**src/rtl/snd_pkg.sv**
```systemverilog
// Shared constants and status-bit helpers for the sound-CPU command/IRQ latch.
package snd_pkg;

  localparam logic [7:0] EMPTY_BYTE = 8'hFF;

  function automatic int busy_bit(input int nchip);
    return nchip;
  endfunction

  function automatic int pend_bit(input int nchip);
    return nchip + 1;
  endfunction

  // Count must hold the value DEPTH itself, hence one extra bit.
  function automatic int cnt_w(input int depth);
    return $clog2(depth) + 1;
  endfunction

  function automatic int ptr_w(input int depth);
    return (depth > 1) ? $clog2(depth) : 1;
  endfunction

endpackage

```
**src/rtl/snd_irq_latch_ctrl_if.sv**
```systemverilog
// Command-FIFO bus between the latch controller (master) and snd_cmd_fifo (slave).
interface snd_irq_latch_ctrl_if
  import snd_pkg::*;
#(
  parameter int DEPTH = 4
);
  localparam int CW = cnt_w(DEPTH);

  logic          push;
  logic          pop;
  logic          flush;
  logic [7:0]    din;
  logic [7:0]    head;
  logic [CW-1:0] count;
  logic          full;
  logic          empty;
  logic          ovf;

  modport master (output push, pop, flush, din, input head, count, full, empty, ovf);
  modport slave  (input push, pop, flush, din, output head, count, full, empty, ovf);

endinterface

```
**src/rtl/snd_cmd_fifo.sv**
```systemverilog
// Main-to-sound command FIFO; a push into a full FIFO either replaces the newest
// entry (OVERWRITE=1) or is dropped and flagged in a sticky ovf bit.
module snd_cmd_fifo
  import snd_pkg::*;
#(
  parameter int DEPTH     = 4,
  parameter bit OVERWRITE = 1'b1
) (
  input  logic                 clk,
  input  logic                 rst,
  snd_irq_latch_ctrl_if.slave  fif
);
  localparam int PW = ptr_w(DEPTH);
  localparam int CW = cnt_w(DEPTH);
  localparam logic [CW-1:0] FULL_CNT = CW'(DEPTH);
  localparam logic [PW-1:0] LAST     = PW'(DEPTH - 1);

  logic [7:0]    mem_q [DEPTH];
  logic [PW-1:0] wr_q, wr_d, rd_q, rd_d, waddr;
  logic [CW-1:0] cnt_q, cnt_d;
  logic          ovf_q, ovf_d, we, do_pop, empty, full;

  function automatic logic [PW-1:0] inc(input logic [PW-1:0] p);
    return (p == LAST) ? '0 : p + 1'b1;
  endfunction

  function automatic logic [PW-1:0] dec(input logic [PW-1:0] p);
    return (p == '0) ? LAST : p - 1'b1;
  endfunction

  assign empty  = (cnt_q == '0);
  assign full   = (cnt_q == FULL_CNT);
  assign do_pop = fif.pop & ~empty;

  always_comb begin
    wr_d  = wr_q;
    rd_d  = rd_q;
    cnt_d = cnt_q;
    ovf_d = ovf_q;
    we    = 1'b0;
    waddr = wr_q;
    if (fif.flush) begin
      // Realign read to write so an empty FIFO always has rd == wr.
      rd_d  = wr_q;
      cnt_d = '0;
      ovf_d = 1'b0;
    end else if (fif.push && full && !do_pop) begin
      if (OVERWRITE) begin
        we    = 1'b1;
        waddr = dec(wr_q);
      end else begin
        ovf_d = 1'b1;
      end
    end else begin
      if (fif.push) begin
        we   = 1'b1;
        wr_d = inc(wr_q);
      end
      if (do_pop) rd_d = inc(rd_q);
      cnt_d = cnt_q + CW'(fif.push) - CW'(do_pop);
    end
  end

  always_ff @(posedge clk) begin
    if (rst) begin
      wr_q  <= '0;
      rd_q  <= '0;
      cnt_q <= '0;
      ovf_q <= 1'b0;
    end else begin
      wr_q  <= wr_d;
      rd_q  <= rd_d;
      cnt_q <= cnt_d;
      ovf_q <= ovf_d;
    end
  end

  always_ff @(posedge clk) begin
    if (we && !rst) mem_q[waddr] <= fif.din;
  end

  assign fif.head  = empty ? EMPTY_BYTE : mem_q[rd_q];
  assign fif.count = cnt_q;
  assign fif.full  = full;
  assign fif.empty = empty;
  assign fif.ovf   = ovf_q;

endmodule

```
**src/rtl/snd_irq_latch_ctrl.sv**
```systemverilog
// Sound-CPU side latch: FM-chip IRQ edge flags, main-CPU busy flag, command FIFO,
// and a registered active-low interrupt built from the masked status flags.
module snd_irq_latch_ctrl
  import snd_pkg::*;
#(
  parameter int               NCHIP     = 2,
  parameter int               DEPTH     = 4,
  parameter bit               OVERWRITE = 1'b1,
  parameter logic [NCHIP+1:0] IRQ_MASK  = '1
) (
  input  logic             clk,
  input  logic             rst,
  input  logic             mcode_we,
  input  logic [7:0]       mcode_din,
  output logic             ms,
  input  logic             cmd_rd,
  output logic [7:0]       cmd_dout,
  input  logic             sts_we,
  input  logic [7:0]       sts_din,
  output logic [7:0]       status_dout,
  input  logic [NCHIP-1:0] chip_irq_n,
  output logic             int_n,
  output logic             ovf
);
  localparam int BB = busy_bit(NCHIP);
  localparam int PB = pend_bit(NCHIP);

  snd_irq_latch_ctrl_if #(.DEPTH(DEPTH)) fif ();

  snd_cmd_fifo #(.DEPTH(DEPTH), .OVERWRITE(OVERWRITE)) u_fifo (
    .clk (clk),
    .rst (rst),
    .fif (fif)
  );

  logic [NCHIP-1:0] chip_q, chip_d, line_q;
  logic             busy_q, busy_d, int_n_q;
  logic [PB:0]      ack, flags;

  // A 0 in the ack byte clears the matching flag; set terms are ORed last so they win.
  assign ack    = sts_we ? ~sts_din[PB:0] : '0;
  assign chip_d = (line_q & ~chip_irq_n) | (chip_q & ~ack[NCHIP-1:0]);
  assign busy_d = mcode_we | (busy_q & ~ack[BB]);
  assign flags  = {~fif.empty, busy_q, chip_q};

  assign fif.push  = mcode_we;
  assign fif.pop   = cmd_rd;
  assign fif.flush = ack[PB];
  assign fif.din   = mcode_din;

  always_ff @(posedge clk) begin
    if (rst) begin
      chip_q  <= '0;
      line_q  <= '1;
      busy_q  <= 1'b0;
      int_n_q <= 1'b1;
    end else begin
      chip_q  <= chip_d;
      line_q  <= chip_irq_n;
      busy_q  <= busy_d;
      int_n_q <= ~|(flags & IRQ_MASK);
    end
  end

  always_comb begin
    status_dout       = 8'hFF;
    status_dout[PB:0] = flags;
  end

  assign ms       = busy_q;
  assign int_n    = int_n_q;
  assign cmd_dout = fif.head;
  assign ovf      = fif.ovf;

endmodule

```
**config.mk**
```make
export PLATFORM = sky130hd
export DESIGN_NAME = snd_irq_latch_ctrl
export DESIGN_NICKNAME = d
export VERILOG_FILES = /design/src/rtl/snd_pkg.sv /design/src/rtl/snd_irq_latch_ctrl_if.sv /design/src/rtl/snd_cmd_fifo.sv /design/src/rtl/snd_irq_latch_ctrl.sv
export SDC_FILE = /design/constraint.sdc
export NUM_CORES = 1
export LEC_CHECK = 0
export CORE_ASPECT_RATIO = 1.75
export CORE_UTILIZATION = 45
export DETAILED_ROUTE_END_ITERATION = 8
export PLACE_DENSITY = 0.75
export SYNTH_ARGS = -nofsm -noshare
export SYNTH_HDL_FRONTEND = slang
export SYNTH_SLANG_ARGS = --single-unit
export TNS_END_PERCENT = 30
```
**constraint.sdc**
```tcl
create_clock -name clk -period 2.4 [get_ports clk]
set_input_delay 0.36 -clock clk [delete_from_list [all_inputs] [get_ports clk]]
set_output_delay 0.36 -clock clk [all_outputs]
set_load 0.1 [all_outputs]
```
==> flow_summary.json, run 1 <==
{
  "clk_pin_slew_ps": 80,
  "cp_cell_sequence": "inv_1 -> ha_1 -> inv_1 -> nand4_1 -> a21oi_1",
  "ff2ff_path_depth": 5,
  "die-area_sq_um": 4740,
  "slew_headroom": 0.391,
  "rsz0062_at_grt": "false",
  "hold_wc_path_type": "reg -> reg",
  "async_flop_share": 0,
  "grt_pass1_vias": 1363,
  "route.vias.total": 1334,
  "cts_hold_buf": 0,
  "synth_xor_area_frac": 0.00873,
  "antenna_violating_nets_post_route": 0,
  "cts-resized-gates": 0,
  "timing.critical_path.from": "u_fifo.wr_q[0]$_SDFFE_PP0P_",
  "grt_antenna_before_repair": 0,
  "maxClockFrequency_ghz": 0.454,
  "critical_path_class": "reg -> reg",
  "max_slew_violation_count": 0,
  "fin_worst_skew_ps": 5.38,
  "timing.rr.start": "u_fifo.wr_q[0]$_SDFFE_PP0P_",
  "groute.usage.overall": 0.185,
  "synthSimpleGateAreaFrac": 0.0986,
  "buf_inv_on_cp": 2,
  "layout_common_cells": "32 x sky130_fd_sc_hd__edfxtp_1, 21 x sky130_fd_sc_hd__buf_4, 18 x sky130_fd_sc_hd__clkdlybuf4s50_1",
  "place_ws_ps": -103,
  "critical_path.slowest_cell": "sky130_fd_sc_hd__a21oi_1",
  "outcome": "finished, final reports clean",
  "syn_avg_cell_area_sq_um": 14.2,
  "wl_cell_microns": 16.3,
  "period_share": 0.918,
  "core_footprint_sq_um": 4190,
  "tritoncts_num_sinks": 47,
  "count_of_boundary_i_o_pins": 42,
  "synth_edf_count": 32,
  "clock-root-buffer": "sky130_fd_sc_hd__clkbuf_8",
  "finalSetupViolCount": 0,
  "h-tree-depth": 2,
  "crit_path_frequent_cell": "sky130_fd_sc_hd__inv_1",
  "power.ir.vdd_worst_mv": 0.755,
  "timing.critical_path.from_type": "flip-flop",
  "die-height_microns": 90.3,
  "cp_max_fo": 8,
  "report.final.hold_viol_count": 0,
  "dieWidth_microns": 52.5,
  "worstSetupEndpointType": "flip-flop",
  "final_common_cell": "sky130_fd_sc_hd__edfxtp_1",
  "power.density_cell_area_nw_per_um2": 1050,
  "leakage_nw": 0.971,
  "cp.required_ps": 2320,
  "drtIter0Drc": 31,
  "ys_ff_latch": 47,
  "worst_path_dominant_cell_family": "compound AO/OA/AOI/OAI gates",
  "netlist_top_cells_area": "sky130_fd_sc_hd__edfxtp_1 48%, sky130_fd_sc_hd__dfxtp_1 15%, sky130_fd_sc_hd__mux4_2 9.0%, sky130_fd_sc_hd__or2_2 3.1%, sky130_fd_sc_hd__ha_1 2.5%",
  "netlist-cell-type-count": 38,
  "combinational_family_with_the_most_area_after_synthesis": "multiplexers",
  "yosys-mux-area-fraction": 0.0998,
  "post-route-drc-count": 0,
  "routabilityCongestion": 0.877,
  "area_after_detailed_placement_sq_um": 2530,
  "synth_compound_gate_area_share": 0.0817,
  "final_nets": 217,
  "mappedNetlistArea_sq_um": 2010,
  "setup_ws_ps": 198,
  "cpPeakStageDelay_ps": 720,
  "cts_tree": "built",
  "hpwl_microns": 2920,
  "ys_seq_area_frac": 0.629,
  "diodes": 0,
  "drt-pass1-iter-count": 4,
  "layout-drive-gt1-share": 0.295,
  "avgViaCountPerCell": 5.58,
  "ys.flop_type": "sky130_fd_sc_hd__edfxtp_1",
  "synth_adder_area_share": 0.0349,
  "final_period_minus_worst_setup_slack_ps": 2200,
  "fp-row-count": 31,
  "rrSetupSlack_ps": 200,
  "cp_data_arrival_time_ps": 2130,
  "overflow": 0,
  "crit-reg2reg-capture": "u_fifo.mem_q[3][2]$_DFFE_PP_",
  "tightestPinTransition_ps": 914,
  "maximum_count_of_clock_buffers_along_a_single_path": 2,
  "post_cts_setup_driven_buffer_insertion_count": 0,
  "timing.critical_path.depth": 5,
  "number_of_instances_in_the_synthesized_netlist": 141,
  "wl_microns": 3900,
  "worst_skew_pair.late_latency_ps": 300,
  "worstSetupEndpoint": "u_fifo.mem_q[3][2]$_DFFE_PP_",
  "synth_top_area_share": 0.479,
  "drv.max_cap_violation_count": 0,
  "largest_net_degree_at_the_start_of_global_routing": 15,
  "initial_core_util": 0.479,
  "area_delta_synth_final_pct": 31.6,
  "cts_made_buffers": 5,
  "placement.io_buffers": 32,
  "post-synth-top-area-cell": "sky130_fd_sc_hd__edfxtp_1",
  "yosys_warnings": 0,
  "fillerInstances": 312,
  "grt_pass1_wl_microns": 6290,
  "finalInstanceArea_sq_um": 2640
}
-- registers in the layout, indices dropped and copies added, names as in the netlist, named ones only --
| name | flops |
|---|---|
| u_fifo.wr_q | 2 |
| u_fifo.fif.count | 3 |
| line_q | 2 |
| u_fifo.rd_q | 2 |
| u_fifo.mem_q | 32 |
| chip_q | 2 |
| ms | 1 |
| int_n | 1 |
-- how the worst min path moves through the flow --
| stage | from | to | cells past startpoint | slack, ps |
|---|---|---|---|---|
| after global routing | line_q[1]$_SDFF_PP1_ | chip_q[1]$_SDFF_PP0_ | 2 | 500 |
| final | line_q[0]$_SDFF_PP1_ | chip_q[0]$_SDFF_PP0_ | 2 | 470 |
| after CTS | line_q[0]$_SDFF_PP1_ | chip_q[0]$_SDFF_PP0_ | 2 | 480 |
| after floorplan | line_q[0]$_SDFF_PP1_ | chip_q[0]$_SDFF_PP0_ | 2 | 430 |
| after detailed placement | line_q[0]$_SDFF_PP1_ | chip_q[0]$_SDFF_PP0_ | 2 | 470 |
| after global placement | line_q[0]$_SDFF_PP1_ | chip_q[0]$_SDFF_PP0_ | 2 | 450 |
-- final cells by class --
type,count,area (sq um),share of cell area
Sequential cell,47,1260,0.478
Multi-Input combinational cell,80,668,0.253
Timing Repair Buffer,48,518,0.196
Clock buffer,7,96.3,0.0365
Tap cell,49,61.3,0.0232
Inverter,7,26.3,0.00996
Clock inverter,1,7.51,0.00284
-- logic make-up (layout without fill, tap and decap cells) --
logic type               count (synthesis)  after routing
AO/OA/AOI/OAI                           25             25
AND/OR/NAND/NOR                         33             33
buffers and inverters                   17             63
multiplexers                            10             10
adder cells (fa/ha/maj)                  5              5
XOR/XNOR                                 2              2
other                                    2              5
flip-flops                              47             47
-- routing by layer --
layer	part of all wire	vias to the layer above	track usage
met2	0.58	53	0.342
met4	0.025	0	0.0877
met1	0.35	653	0.183
met5	0	-	0
met3	0.046	5	0.0387
li1	-	623	-
-- metrics by stage --
stage                     power (mW)  hold slack [ps]  instances  TNS [ps]  utilization
after floorplan                 1.82              431        144         0            -
after global placement          2.25              446        231     -1340        0.605
after detailed placement        2.28              467        231     -2930        0.605
after CTS                       2.79              478        239         0        0.630
after global routing            2.88              505        239         0        0.630
final                           2.77              470        239         0        0.630
-- power breakdown --
group	internal (mW)	switching [mW]	leakage, nW
clock	0.262	0.250	0.0505
combinational	0.476	0.811	0.506
sequential	0.919	0.0517	0.414
total	1.66	1.11	0.971
-- synthesized netlist by cell type, types with 2 or more instances --
cell type	number
sky130_fd_sc_hd__buf_4	6
sky130_fd_sc_hd__mux4_2	8
sky130_fd_sc_hd__clkbuf_1	2
sky130_fd_sc_hd__nor3_1	2
sky130_fd_sc_hd__nor2_1	4
sky130_fd_sc_hd__ha_1	4
sky130_fd_sc_hd__or2_2	10
sky130_fd_sc_hd__nand4_1	4
sky130_fd_sc_hd__inv_1	6
sky130_fd_sc_hd__o211ai_1	2
sky130_fd_sc_hd__nand2b_1	4
sky130_fd_sc_hd__mux2i_1	2
sky130_fd_sc_hd__dfxtp_1	15
sky130_fd_sc_hd__conb_1	2
sky130_fd_sc_hd__a21oi_1	9
sky130_fd_sc_hd__edfxtp_1	32
sky130_fd_sc_hd__o31ai_1	3
sky130_fd_sc_hd__o21ai_0	3
sky130_fd_sc_hd__or4_1	2
sky130_fd_sc_hd__nand2_1	2
sky130_fd_sc_hd__o2111ai_1	2
-- worst register-to-register path, stage by stage (launching register included) --
cell                      delay [ps]
sky130_fd_sc_hd__dfxtp_1         460
sky130_fd_sc_hd__inv_1           140
sky130_fd_sc_hd__ha_1            360
sky130_fd_sc_hd__inv_1            80
sky130_fd_sc_hd__nand4_1          80
sky130_fd_sc_hd__a21oi_1         720
(Power assumes the default switching activity.)
==> inputs of run 2 (changes only) <==
Settings changed: CTS_CLUSTER_DIAMETER from default to 50, MAX_ROUTING_LAYER from default to met4, PLACE_DENSITY 0.75 to 0.74, SYNTH_HIERARCHICAL from default to 1.
==> flow_summary.json, run 2 <==
{
  "outcome": "finished, final reports clean",
  "clk_pin_slew_ps": 80,
  "seq_power_share": 0.305,
  "h-tree-depth": 2,
  "critical_path_class": "reg -> out",
  "max_flop_register": "u_fifo/mem_q",
  "grt_antenna_before_repair": 0,
  "rrSetupSlack_ps": 240,
  "fp-row-count": 32,
  "min_delay_path_depth": 1,
  "final_nets": 211,
  "number_of_instances_in_the_synthesized_netlist": 143,
  "worst_skew_pair.late_latency_ps": 290,
  "ff2ff_path_depth": 8,
  "switching_power_mw": 1.36,
  "tritoncts_num_sinks": 47,
  "initial_core_util": 0.469,
  "worstSetupEndpointType": "primary output",
  "clock_power_share": 0.204,
  "maxClockFrequency_ghz": 0.457,
  "power.density_cell_area_nw_per_um2": 1210,
  "layout-drive-gt1-share": 0.266,
  "setup_ws_ps": 213,
  "crit-reg2reg-capture": "u_fifo/fif.count[2]$_SDFFE_PP0P_",
  "final_common_cell": "sky130_fd_sc_hd__edfxtp_1",
  "post-route-drc-count": 0,
  "routabilityCongestion": 0.737,
  "pwr-share-comb": 0.490,
  "drtIter0Drc": 10,
  "layout_common_cells": "32 x sky130_fd_sc_hd__edfxtp_1, 18 x sky130_fd_sc_hd__clkdlybuf4s50_1, 15 x sky130_fd_sc_hd__dfxtp_1, 15 x sky130_fd_sc_hd__buf_4",
  "timing.rr.start": "u_fifo/fif.count[1]$_SDFFE_PP0P_",
  "dieWidth_microns": 53.5,
  "cts_hold_buf": 0,
  "min_from": "line_q[0]$_SDFF_PP1_",
  "fin_worst_skew_ps": 4.34,
  "timing.critical_path.from_type": "flip-flop",
  "place_ws_ps": -57.8,
  "mappedNetlistArea_sq_um": 2090,
  "count_of_boundary_i_o_pins": 42,
  "period_share": 0.911,
  "cts_tree": "built",
  "cp.required_ps": 2040,
  "avgViaCountPerCell": 5.47,
  "largest_net_degree_at_the_start_of_global_routing": 15,
  "finalSetupViolCount": 0,
  "drt-pass1-iter-count": 4,
  "wl_microns": 3840,
  "flip_flop_count_of_the_largest_register_all_copies_and_words_added": 32,
  "cp_max_fo": 9,
  "drv.max_cap_violation_count": 0,
  "route.vias.total": 1286,
  "grt_pass1_wl_microns": 6060,
  "max_slew_violation_count": 0,
  "maximum_count_of_clock_buffers_along_a_single_path": 2,
  "die-area_sq_um": 4920,
  "cp_data_arrival_time_ps": 1830,
  "syn_avg_cell_area_sq_um": 14.6,
  "hold_path_end": "chip_q[0]$_SDFF_PP0_",
  "final_core_util": 0.602,
  "leakage_nw": 1.00,
  "area_delta_synth_final_pct": 28.3,
  "fillerInstances": 355,
  "wl_cell_microns": 16.3,
  "total_power_mw": 3.24,
  "power_switching_share": 0.420,
  "report.final.hold_viol_count": 0,
  "power.ir.vdd_worst_mv": 1.06,
  "antenna_violating_nets_post_route": 0,
  "grt_pass1_vias": 1326,
  "die-height_microns": 92.1,
  "groute.usage.overall": 0.178,
  "diodes": 0,
  "rsz0062_at_grt": "false",
  "core_footprint_sq_um": 4440,
  "final_period_minus_worst_setup_slack_ps": 2190,
  "yosys_warnings": 6,
  "hpwl_microns": 2980,
  "hold_wc_path_type": "reg -> reg",
  "placement.io_buffers": 32,
  "cts_made_buffers": 5,
  "overflow": 0,
  "clock-root-buffer": "sky130_fd_sc_hd__clkbuf_8",
  "internal_power_mw": 1.88
}
## run 2: cell types whose count changed in the layout (fill, tap and decap cells not counted), moves of 3 or more
| cell | previous run | this run |
|---|---|---|
| sky130_fd_sc_hd__or2_2 | 10 | 1 |
| sky130_fd_sc_hd__a21oi_1 | 9 | 1 |
| sky130_fd_sc_hd__or2_1 | 0 | 8 |
| sky130_fd_sc_hd__buf_4 | 21 | 15 |
| sky130_fd_sc_hd__nand4_1 | 4 | 1 |
| sky130_fd_sc_hd__nor3b_1 | 0 | 3 |
## run 2: metrics by stage
stage,area [sq um],hold slack [ps],setup TNS [ps],cells
finish,2680,453,0,235
global route,2680,497,0,235
CTS,2670,460,0,235
detailed placement,2540,432,-67.4,227
global placement,2540,434,0,227
floorplan,2100,419,0,146
## run 2: worst max-delay path, stage by stage (launching register included)
cell and delay (ps):
sky130_fd_sc_hd__dfxtp_1 380, sky130_fd_sc_hd__or3_2 500, sky130_fd_sc_hd__inv_1 260, sky130_fd_sc_hd__or2_1 200
sky130_fd_sc_hd__buf_12 180
## run 2: repair_timing
item	4_1_cts	5_1_grt
resized for setup	0	1
endpoints found under the setup margin	0	1
buffers inserted	0	0
## run 2: worst max-delay path by stage
stage	from	endpoint	slack, ps	cells after the start
finish	u_fifo/fif.count[1]$_SDFFE_PP0P_	cmd_dout[0]	210	4
global route	u_fifo/fif.count[1]$_SDFFE_PP0P_	cmd_dout[5]	130	4
CTS	u_fifo/fif.count[1]$_SDFFE_PP0P_	u_fifo/fif.count[2]$_SDFFE_PP0P_	110	8
detailed placement	cmd_rd	u_fifo/fif.count[2]$_SDFFE_PP0P_	-60	9
global placement	cmd_rd	u_fifo/fif.count[1]$_SDFFE_PP0P_	100	7
floorplan	u_fifo/fif.count[1]$_SDFFE_PP0P_	cmd_dout[0]	360	3
## run 2: layer usage
metal,track usage,part of all wire,vias to the layer above
li1,-,-,608
met1,0.174,0.35,638
met2,0.326,0.59,35
met3,0.0365,0.033,5
met4,0.0614,0.018,0
met5,-,0,-
## run 2: final cells by class
class,instances,area [sq um],share of cell area
Clock buffer,6,72.6,0.0271
Clock inverter,2,60.1,0.0225
Inverter,8,30.0,0.0112
Multi-Input combinational cell,80,734,0.275
Sequential cell,47,1260,0.471
Tap cell,51,63.8,0.0239
Timing Repair Buffer,41,453,0.169
## run 2: power groups by stage
stage	Sequential [mW]	Clock (mW)	Combinational, mW
6_report	0.991	0.662	1.59
5_1_grt	0.998	0.704	1.65
4_1_cts	0.987	0.679	1.60
3_5_place_dp	1.00	0	1.59
3_3_place_gp	0.997	0	1.56
2_1_floorplan	1.05	0	1.05
==> inputs of run 3 (changes only) <==
Settings changed: SLEW_MARGIN from default to 30.
==> results of run 3 <==
No change in the layout: final DEF, timing and power equal those of run 2.
